--- config.mk ---
export PLATFORM = sky130hd
export DESIGN_NAME = uart_stream_player
export DESIGN_NICKNAME = d
export VERILOG_FILES = /design/src/rtl/uart_stream_player.sv
export SDC_FILE = /design/constraint.sdc
export NUM_CORES = 2
export LEC_CHECK = 0
export BUFFER_PORTS_ARGS = -buffer_cell sky130_fd_sc_hd__buf_2
export CORE_AREA = 2 2 422 424
export CTS_BUF_LIST = sky130_fd_sc_hd__clkbuf_16
export DETAILED_ROUTE_END_ITERATION = 12
export DIE_AREA = 0 0 424 426
export HOLD_SLACK_MARGIN = 0.1
export PLACE_DENSITY = 0.48
export SLEW_MARGIN = 20
export SYNTH_ARGS = -nofsm -noshare
export SYNTH_HDL_FRONTEND = slang
export SYNTH_SLANG_ARGS = --single-unit
--- constraint.sdc ---
create_clock -name clk_in -period 3.8 [get_ports clk_in]
set_input_delay 0.57 -clock clk_in [delete_from_list [all_inputs] [get_ports clk_in]]
set_output_delay 0.57 -clock clk_in [all_outputs]
set_load 0.01 [all_outputs]
--- src/rtl/uart_stream_player.sv ---
// Snapshots a wide payload and plays it MSB-byte-first as 8N1/8N2 UART frames with optional gap.
// Latency: start sampled at edge N puts the start bit on tx_out from N+1; done_pulse one cycle after the last frame.
// No backpressure: start is a level request honoured only in IDLE; abort ends the run at the next frame boundary.
module uart_stream_player #(
  parameter int DATA_WIDTH         = 1072,
  parameter int UART_TICKS_PER_BIT = 9,
  parameter int STOP_BITS          = 1,
  parameter int GAP_BITS           = 0,
  parameter int PERIOD_TICKS       = 4096,
  localparam int MAX_BYTES         = DATA_WIDTH / 8,
  localparam int CW                = $clog2(MAX_BYTES + 1)
) (
  input  logic                  clk_in,
  input  logic                  reset_n,
  input  logic [DATA_WIDTH-1:0] data_in,
  input  logic [CW-1:0]         num_bytes,
  input  logic                  start,
  input  logic                  repeat_en,
  input  logic                  abort,
  output logic                  tx_out,
  output logic                  busy,
  output logic                  byte_pulse,
  output logic                  done_pulse,
  output logic [CW-1:0]         bytes_sent
);

  localparam int TW = $clog2(UART_TICKS_PER_BIT);
  localparam int PW = $clog2(PERIOD_TICKS + 1);

  localparam logic [TW-1:0] TICK_LAST = TW'(UART_TICKS_PER_BIT - 1);
  localparam logic [TW-1:0] TICK_PEN  = TW'(UART_TICKS_PER_BIT - 2);
  localparam logic [3:0]    LAST_STOP = 4'(STOP_BITS - 1);
  localparam logic [3:0]    LAST_GAP  = 4'(GAP_BITS - 1);
  localparam logic [PW-1:0] WAIT_LAST = PW'(PERIOD_TICKS - 1);
  localparam logic [CW-1:0] MAX_CNT   = CW'(MAX_BYTES);
  localparam bit            HAS_GAP   = (GAP_BITS != 0);

  localparam logic [2:0] IDLE  = 3'd0;
  localparam logic [2:0] START = 3'd1;
  localparam logic [2:0] DATA  = 3'd2;
  localparam logic [2:0] STOP  = 3'd3;
  localparam logic [2:0] GAP   = 3'd4;
  localparam logic [2:0] WAIT  = 3'd5;

  // Reject parameter sets the frame engine cannot represent.
  if ((DATA_WIDTH % 8) != 0 || DATA_WIDTH < 8) begin : g_bad_width
    $error("uart_stream_player: DATA_WIDTH must be a non-zero multiple of 8");
  end
  if (UART_TICKS_PER_BIT < 2 || STOP_BITS < 1 || STOP_BITS > 2 ||
      GAP_BITS < 0 || GAP_BITS > 15 || PERIOD_TICKS < 1) begin : g_bad_params
    $error("uart_stream_player: timing parameter out of range");
  end

  logic [2:0]            state;
  logic [TW-1:0]         tick;
  logic [3:0]            bit_idx;
  logic [DATA_WIDTH-1:0] shadow;
  logic [CW-1:0]         run_cnt;
  logic                  abort_seen;
  logic [PW-1:0]         wait_cnt;

  logic          tick_end;
  logic          last_stop;
  logic          abort_now;
  logic          frame_end;
  logic          launch;
  logic          finish;
  logic [CW-1:0] launch_cnt;
  logic [7:0]    cur_byte;

  // Shadow is shifted left per frame, so the byte on the wire is always the top one.
  assign cur_byte   = shadow[DATA_WIDTH-1 -: 8];
  assign tick_end   = (tick == TICK_LAST);
  assign last_stop  = (bit_idx == LAST_STOP);
  assign abort_now  = abort_seen | abort;
  assign launch_cnt = (num_bytes > MAX_CNT) ? MAX_CNT : num_bytes;
  // A frame ends after its final stop bit, or after the final gap bit when a gap is configured.
  assign frame_end  = tick_end &&
                      ((state == STOP && last_stop && !HAS_GAP) ||
                       (state == GAP && bit_idx == LAST_GAP));
  assign launch     = (state == IDLE && start) ||
                      (state == WAIT && !abort_now && wait_cnt == WAIT_LAST);
  // A run completes normally either on an empty launch or after its last frame without abort.
  assign finish     = (launch && launch_cnt == '0) ||
                      (frame_end && !abort_now && bytes_sent == run_cnt);

  assign busy   = (state != IDLE);
  assign tx_out = (state == START) ? 1'b0 :
                  (state == DATA)  ? cur_byte[bit_idx[2:0]] : 1'b1;

  // Frame sequencer, run bookkeeping and handshake pulses.
  always_ff @(posedge clk_in or negedge reset_n) begin
    if (!reset_n) begin
      state      <= IDLE;
      tick       <= '0;
      bit_idx    <= '0;
      shadow     <= '0;
      run_cnt    <= '0;
      abort_seen <= 1'b0;
      wait_cnt   <= '0;
      bytes_sent <= '0;
      byte_pulse <= 1'b0;
      done_pulse <= 1'b0;
    end else begin
      byte_pulse <= 1'b0;
      done_pulse <= 1'b0;
      if (busy && abort) abort_seen <= 1'b1;
      if (state != IDLE && state != WAIT) tick <= tick_end ? '0 : tick + 1'b1;

      case (state)
        START: if (tick_end) begin
          state   <= DATA;
          bit_idx <= '0;
        end
        DATA: if (tick_end) begin
          if (bit_idx == 4'd7) begin
            state   <= STOP;
            bit_idx <= '0;
          end else begin
            bit_idx <= bit_idx + 1'b1;
          end
        end
        STOP: if (tick_end) begin
          if (!last_stop) begin
            bit_idx <= bit_idx + 1'b1;
          end else if (HAS_GAP) begin
            state   <= GAP;
            bit_idx <= '0;
          end
        end
        GAP: if (tick_end && bit_idx != LAST_GAP) bit_idx <= bit_idx + 1'b1;
        WAIT: begin
          if (abort_now) state <= IDLE;
          else           wait_cnt <= wait_cnt + 1'b1;
        end
        default: ;
      endcase

      // Count the frame on the last cycle of its final stop bit.
      if (state == STOP && last_stop && tick == TICK_PEN) begin
        byte_pulse <= 1'b1;
        if (bytes_sent != run_cnt) bytes_sent <= bytes_sent + 1'b1;
      end

      if (frame_end) begin
        bit_idx <= '0;
        if (abort_now) begin
          state <= IDLE;
        end else if (bytes_sent != run_cnt) begin
          state  <= START;
          shadow <= shadow << 8;
        end
      end

      if (launch) begin
        shadow     <= data_in;
        run_cnt    <= launch_cnt;
        bytes_sent <= '0;
        abort_seen <= 1'b0;
        tick       <= '0;
        bit_idx    <= '0;
        if (launch_cnt != '0) state <= START;
      end

      // An empty launch from IDLE stays in IDLE; otherwise repeat_en picks WAIT.
      if (finish) begin
        done_pulse <= 1'b1;
        wait_cnt   <= '0;
        state      <= (repeat_en && state != IDLE) ? WAIT : IDLE;
      end
    end
  end

endmodule

# After elaboration in Yosys (flattened, before gate mapping)
# Index checks and enable logic that the tools add are counted.
# word_totals
input_bits	1085
elab_cells	115
regBits	1115
# op_classes
bitwise	1
eq_ne	21
n_mux	43
addsub	4
magnitude_cmp	2
n_reduce_logical	34
# op_table
operator	n
$mux 1072	4
$mux 4	11
$mux 13	3
$mux 3	11
$mux 8	4
$ne 4x4->1 const B	5
$pmux 4 s4	1
$logic_and 1x1->1	14
$add 13x1->13 const B	1
$eq 13x12->1 const B	1
$reduce_bool 2->1	6
$pmux 3 s3	1
$add 4x1->4 const B	2
$add 8x1->8 const B	1
$eq 4x3->1 const B	2
$eq 4x4->1 const B	2
$eq 8x8->1	1
$gt 8x8->1 const B	1
$logic_not 8->1	1
$ne 8x8->1	1
$reduce_bool 8->1	1
$mux 1	7
$eq 3x2->1 const B	2
$eq 3x3->1 const B	2
other kinds (16)	20

# Logic depth before layout (Yosys ltp)
# depth
word_depth	10
ltp_mapped	10

# Worst setup path before layout
# No wires, ideal clock.
# synth_timing
kind	register to register
startpoint	register wait_cnt[0]
endpoint	register shadow[824]
arrival_time_ps	2096
slack_ps	1563
n_path_buf	3
required_time_ps	3659
path_stages_with_launch	9
cell_sequence	dfrtp_1 -> ha_1 -> and4_1 -> and4bb_2 -> a31oi_4 -> buf_2 -> clkbuf_1 -> clkbuf_1 -> a31oi_1
# synth_between
elab_chain_len	5
word_cells_on_any_way	8
# synth_lines
item	line	text
start: declaration	60	logic [PW-1:0] wait_cnt;
start signal: assignment	134	else wait_cnt <= wait_cnt + 1'b1;
$eq 13x12->1 (*)	82	(state == WAIT && !abort_now && wait_cnt == WAIT_LAST);
$logic_and 1x1->1 (*)	82	
$logic_or 1x1->1 (*)	81	assign launch = (state == IDLE && start) ||
$ne 2x1->1 (no line) or $reduce_bool 2->1 (tied branches)	--	
$reduce_and 3->1 (no line)	--	
end signal: assignment	151	shadow <= shadow << 8;
end signal: assignment	156	shadow <= data_in;
end: declaration	57	logic [DATA_WIDTH-1:0] shadow;
# Mark *: on every way between the ends. The rest lies on a longest branch, timed or not.
# A chain may end at the register's enable or synchronous reset.

# Worst setup path after layout
# layout_timing
startpoint	register bit_idx[0]
endpoint	output tx_out
# layout_between
elab_chain_len	4
# layout_lines
item	line	text
start: declaration	56	logic [3:0] bit_idx;
start signal: assignment	120	bit_idx <= bit_idx + 1'b1;
start signal: assignment	125	bit_idx <= bit_idx + 1'b1;
start signal: assignment	131	GAP: if (tick_end && bit_idx != LAST_GAP) bit_idx <= bit_idx + 1'b1;
$bmux 1 s3	89	(state == DATA) ? cur_byte[bit_idx[2:0]] : 1'b1;
$mux 1 (implied by the code)	89	
$mux 1	89	
$mux 1	88	assign tx_out = (state == START) ? 1'b0 :
end: declaration	20	output logic tx_out,
# Every way passes these cells. The select of a mux whose other input is x is not followed.

==> summary by stage <==
Setup path
The endpoint type of the worst setup path is an output pin. The cell family contributing the most delay on the critical path is multiplexers. The critical path is of the flip-flop to output pin type. The kind of start point of the critical path is a flip-flop. By instance count, the cell type seen most on the critical path is nand2_1. The critical path's largest stage delay is approximately 0.53 ns.

Walking the worst path, the cells encountered are mux4_2 -> mux2_2 -> or3_1 -> nand2_1 -> nand2_1 -> buf_2. The highest net fanout along the worst path is 7. Data arrives at the worst endpoint at roughly 2.7 ns. Data on the critical path is required at its endpoint by approximately 3.2 ns. Together, buffers and inverters on the worst path number 1. The worst-path cell with the longest stage delay is mux4_2.

Run
The number of maximum-capacitance violations is 0.

Finish
After filler insertion, the fill cell instance count of the layout stands at 17,700. The final layout contains slightly above 9,000 nets. The commonest non-fill, non-tap cell in the layout is nand2_1.

The area growth from synthesis to final layout is 43.4%. The fraction of final layout cells with drive strength greater than 1 is 0.173. Leaving out fill and tap cells, the most frequent cells in the layout are nand2_1 (2,164), dfrtp_1 (1,115), buf_2 (1,095).

Synthesis
The top-area cell type share of the netlist area is 0.549. The number of storage elements in the synthesis netlist is between 1,000 and 1,500. The proportion of synthesized chip area in sequential cells is 0.549.

The average instance area after synthesis is 8.37 um^2. The share of flip-flops with an asynchronous set or reset is 1.00. The summed instance area of the synthesized netlist is 50,800 um^2. After technology mapping, the gate count stands at 6,075.

The leading register cell type out of synthesis is dfrtp_1. The number of warnings reported in the yosys synthesis log is 0. The number of unique standard cell types used by synthesis is between 50 and 60. The largest total area in the synthesized netlist belongs to dfrtp_1. Counting flops with a built-in enable in the synthesized netlist gives 0. By area the synthesized netlist is led by dfrtp_1 (55%), nand2_1 (16%), a31oi_1 (13%). The synthesized netlist net count is slightly above 7,000.

Global route
The number of global-route vias before repair is about 52,000. Entering global routing, the biggest net connects ~140 pins. The total congestion overflow after global routing is 0. The global-route wire length before repair is around 310,000 um.

The total routing resource utilization after global routing is 0.225. The initial antenna violation count is 46.

STA
The final count of hold timing violations was 0. Final hold analysis gives a worst-case slack of between 0.15 and 0.2 ns. The number of pins exceeding their max-slew limit in the final report is 0. The time the worst path needs with I/O delays and setup is approximately 3.2 ns. The total negative setup slack is 0 ns. Headroom to the max-slew limit came out at 0.417. Setup repair after global routing left no endpoint under its margin. The maximum achievable frequency is slightly above 300 MHz. The count of final setup violators is 0. At the pin with the least slew margin, the transition time is between 0.8 and 0.9 ns.

The worst setup skew after layout is ~0.030 ns. The ratio of final minimum period to clock period is 0.855.

Floorplan
In this run the horizontal extent of the chip is approximately 420 um. For this configuration, the core starts out at a cell density of 0.289. The die height is roughly 430 um. The area of the core is between 150,000 and 200,000 um^2. The floorplan has ~150 rows.

The top-level port count is approximately 1,100. The full die area is 181,000 um^2.

Power and ir drop
Of the total power, the clock network draws 0.277. The share of total power dissipated in sequential elements is 0.472. The analysis attributes to net switching a power of between 0.015 and 0.02 W. The leakage power summed over all cells is 34.1 nW. Internal power comes to between 0.03 and 0.04 W. The share of total power consumed by net switching is 0.340. The worst-case IR drop observed on VDD is approximately 0.00034 V.

Power spread over the standard cell area amounts to between 600 and 700 nW/um^2. The portion of total power attributed to combinational logic is 0.251.

CTS
Clock-pin slew was measured on the worst setup and hold paths at 0.06 ns. Clock tree synthesis inserted a total of ~130 buffers. The source-to-sink clock delay at the later pin of the worst-skew pair is ~0.79 ns.

The longest clock path from root to sink contains 3 buffers. The H-tree depth reported by CTS is 4. The setup fix buffers added after clock tree synthesis is 0. In this run, post-CTS repair resized a total of 0 instances. The clock tree root buffer cell is clkbuf_16.

The tree built by TritonCTS fans out to between 1,000 and 1,500 sinks. TritonCTS built the clock tree.

Route
The post-detailed-route count of antenna-violating nets is 0. In the routed design, unresolved DRC markers number 0. The number of violations reported at the end of detailed-routing iteration 0 is approximately 4,500.

The count of TritonRoute iterations in the first routing pass is 6. Summing over every cut layer, the via total after detailed routing is slightly above 50,000. The post-detailed-routing wire length is 212,000 um. In the final routed layout, each cell accounts on average for about 20 um. The vias per cell is between 4 and 5.

Placement
The half-perimeter wire length after placement is 142,000 um. The final estimated routing congestion in global placement is approximately 0.9. The count of input and output buffers is between 1,000 and 1,500.

Min path
The path class of the tightest hold or removal check is primary input to flip-flop.

Status
The run finished with clean final reports.
==> final cells by class <==
class | instances | area (um^2) | share of cell area
well taps | 2340 | 2930 | 0.0402
diodes | 40 | 100 | 0.00137
clock buffers | 135 | 3380 | 0.0463
flip-flops and latches | 1115 | 27900 | 0.383
inverters | 8 | 30.0 | 0.000412
clock inverters | 109 | 876 | 0.0120
repair buffers | 2272 | 17600 | 0.241
multi-input cells | 4470 | 20100 | 0.275
==> state kept, by name (all words and copies together) (netlist names) <==
| signal | cells |
|---|---|
| tick | 4 |
| run_cnt | 8 |
| wait_cnt | 13 |
| state | 3 |
| byte_pulse | 1 |
| done_pulse | 1 |
| bytes_sent | 8 |
| bit_idx | 4 |
| abort_seen | 1 |
| shadow | 1072 |
==> layer usage <==
layer	part of all wire	track usage	vias up
met3	0.052	0.0398	697
met5	0.00019	0	-
met2	0.46	0.345	1908
met1	0.42	0.287	25200
met4	0.073	0.160	6
li1	-	-	24200
==> metrics by stage <==
stage / area [um^2] / total power [W] / cells / utilization / setup slack [ns]
finish: 72900 / 0.0457 / 10500 / 0.415 / 0.552
detailed placement: 57800 / 0.0323 / 9136 / 0.329 / 0.874
global route: 72900 / 0.0488 / 10500 / 0.415 / 0.394
floorplan: 50800 / 0.0279 / 6075 / - / 1.56
CTS: 72800 / 0.0461 / 10400 / 0.414 / 0.461
global placement: 57800 / 0.0320 / 9136 / 0.329 / 0.909
==> path summary, 6_finish.rpt <==
path | from | end | slack (ns) | cells after the start
max in group asynchronous | reset_n | shadow[253]$_DFFE_PN0P_ | 2.19 | 3
worst min register to register | shadow[6]$_DFFE_PN0P_ | shadow[6]$_DFFE_PN0P_ | 0.50 | 1
worst min-delay path | data_in[756] | shadow[756]$_DFFE_PN0P_ | 0.18 | 3
worst max register to register | state[1]$_DFF_PN0_ | shadow[25]$_DFFE_PN0P_ | 0.87 | 7
min in group asynchronous | reset_n | shadow[2]$_DFFE_PN0P_ | 0.37 | 2
worst max-delay path | bit_idx[0]$_DFFE_PN0P_ | tx_out | 0.55 | 6
==> cell usage after synthesis (3+ instances only) <==
| cell type | number |
|---|---|
| inv_1 | 8 |
| buf_6 | 100 |
| a21oi_1 | 14 |
| a31oi_1 | 1065 |
| nor2_1 | 1091 |
| xor2_1 | 9 |
| nand2_1 | 2164 |
| or4_1 | 4 |
| nor3_1 | 3 |
| buf_1 | 11 |
| dfrtp_1 | 1115 |
| o21ai_0 | 11 |
| ha_1 | 6 |
| nand2b_1 | 3 |
| or3_1 | 6 |
| and2_1 | 3 |
| buf_12 | 11 |
| buf_2 | 85 |
| a22o_1 | 9 |
| o211ai_1 | 4 |
| nand3_1 | 10 |
| clkbuf_1 | 273 |
| xnor2_1 | 15 |
| o21ai_1 | 9 |
| nand4_1 | 6 |
==> cells by family after synthesis <==
| group | count (synthesis) | synth area share |
|---|---|---|
| buffers and inverters | 490 | 0.0567 |
| muxes | 5 | 0.00150 |
| adders and majority gates | 6 | 0.00148 |
| xor gates and xnor gates | 24 | 0.00413 |
| AOI/OAI and AO/OA | 1128 | 0.140 |
| DFF | 1115 | 0.549 |
| and+or+nand+nor | 3307 | 0.248 |
==> power by group through the flow <==
| stage | combinational [W] | clock [W] | sequential [W] |
|---|---|---|---|
| finish | 0.0115 | 0.0127 | 0.0216 |
| global route | 0.0131 | 0.0135 | 0.0223 |
| CTS | 0.0116 | 0.0130 | 0.0216 |
| detailed placement | 0.0106 | 0 | 0.0216 |
| global placement | 0.0103 | 0 | 0.0217 |
| floorplan | 0.00787 | 0 | 0.0200 |
==> worst min-delay path, delay by kind of cell <==
kind	cells	cell delay, ns
simple gates	1	0.08
compound gates	1	0.13
buf+inv	1	0.12
==> repair_timing <==
action,4_1_cts,5_1_grt
hold buffers,1069,0
endpoints found under the setup margin,0,0
endpoints found under the hold margin,1094,0
(Power assumes the default switching activity.)
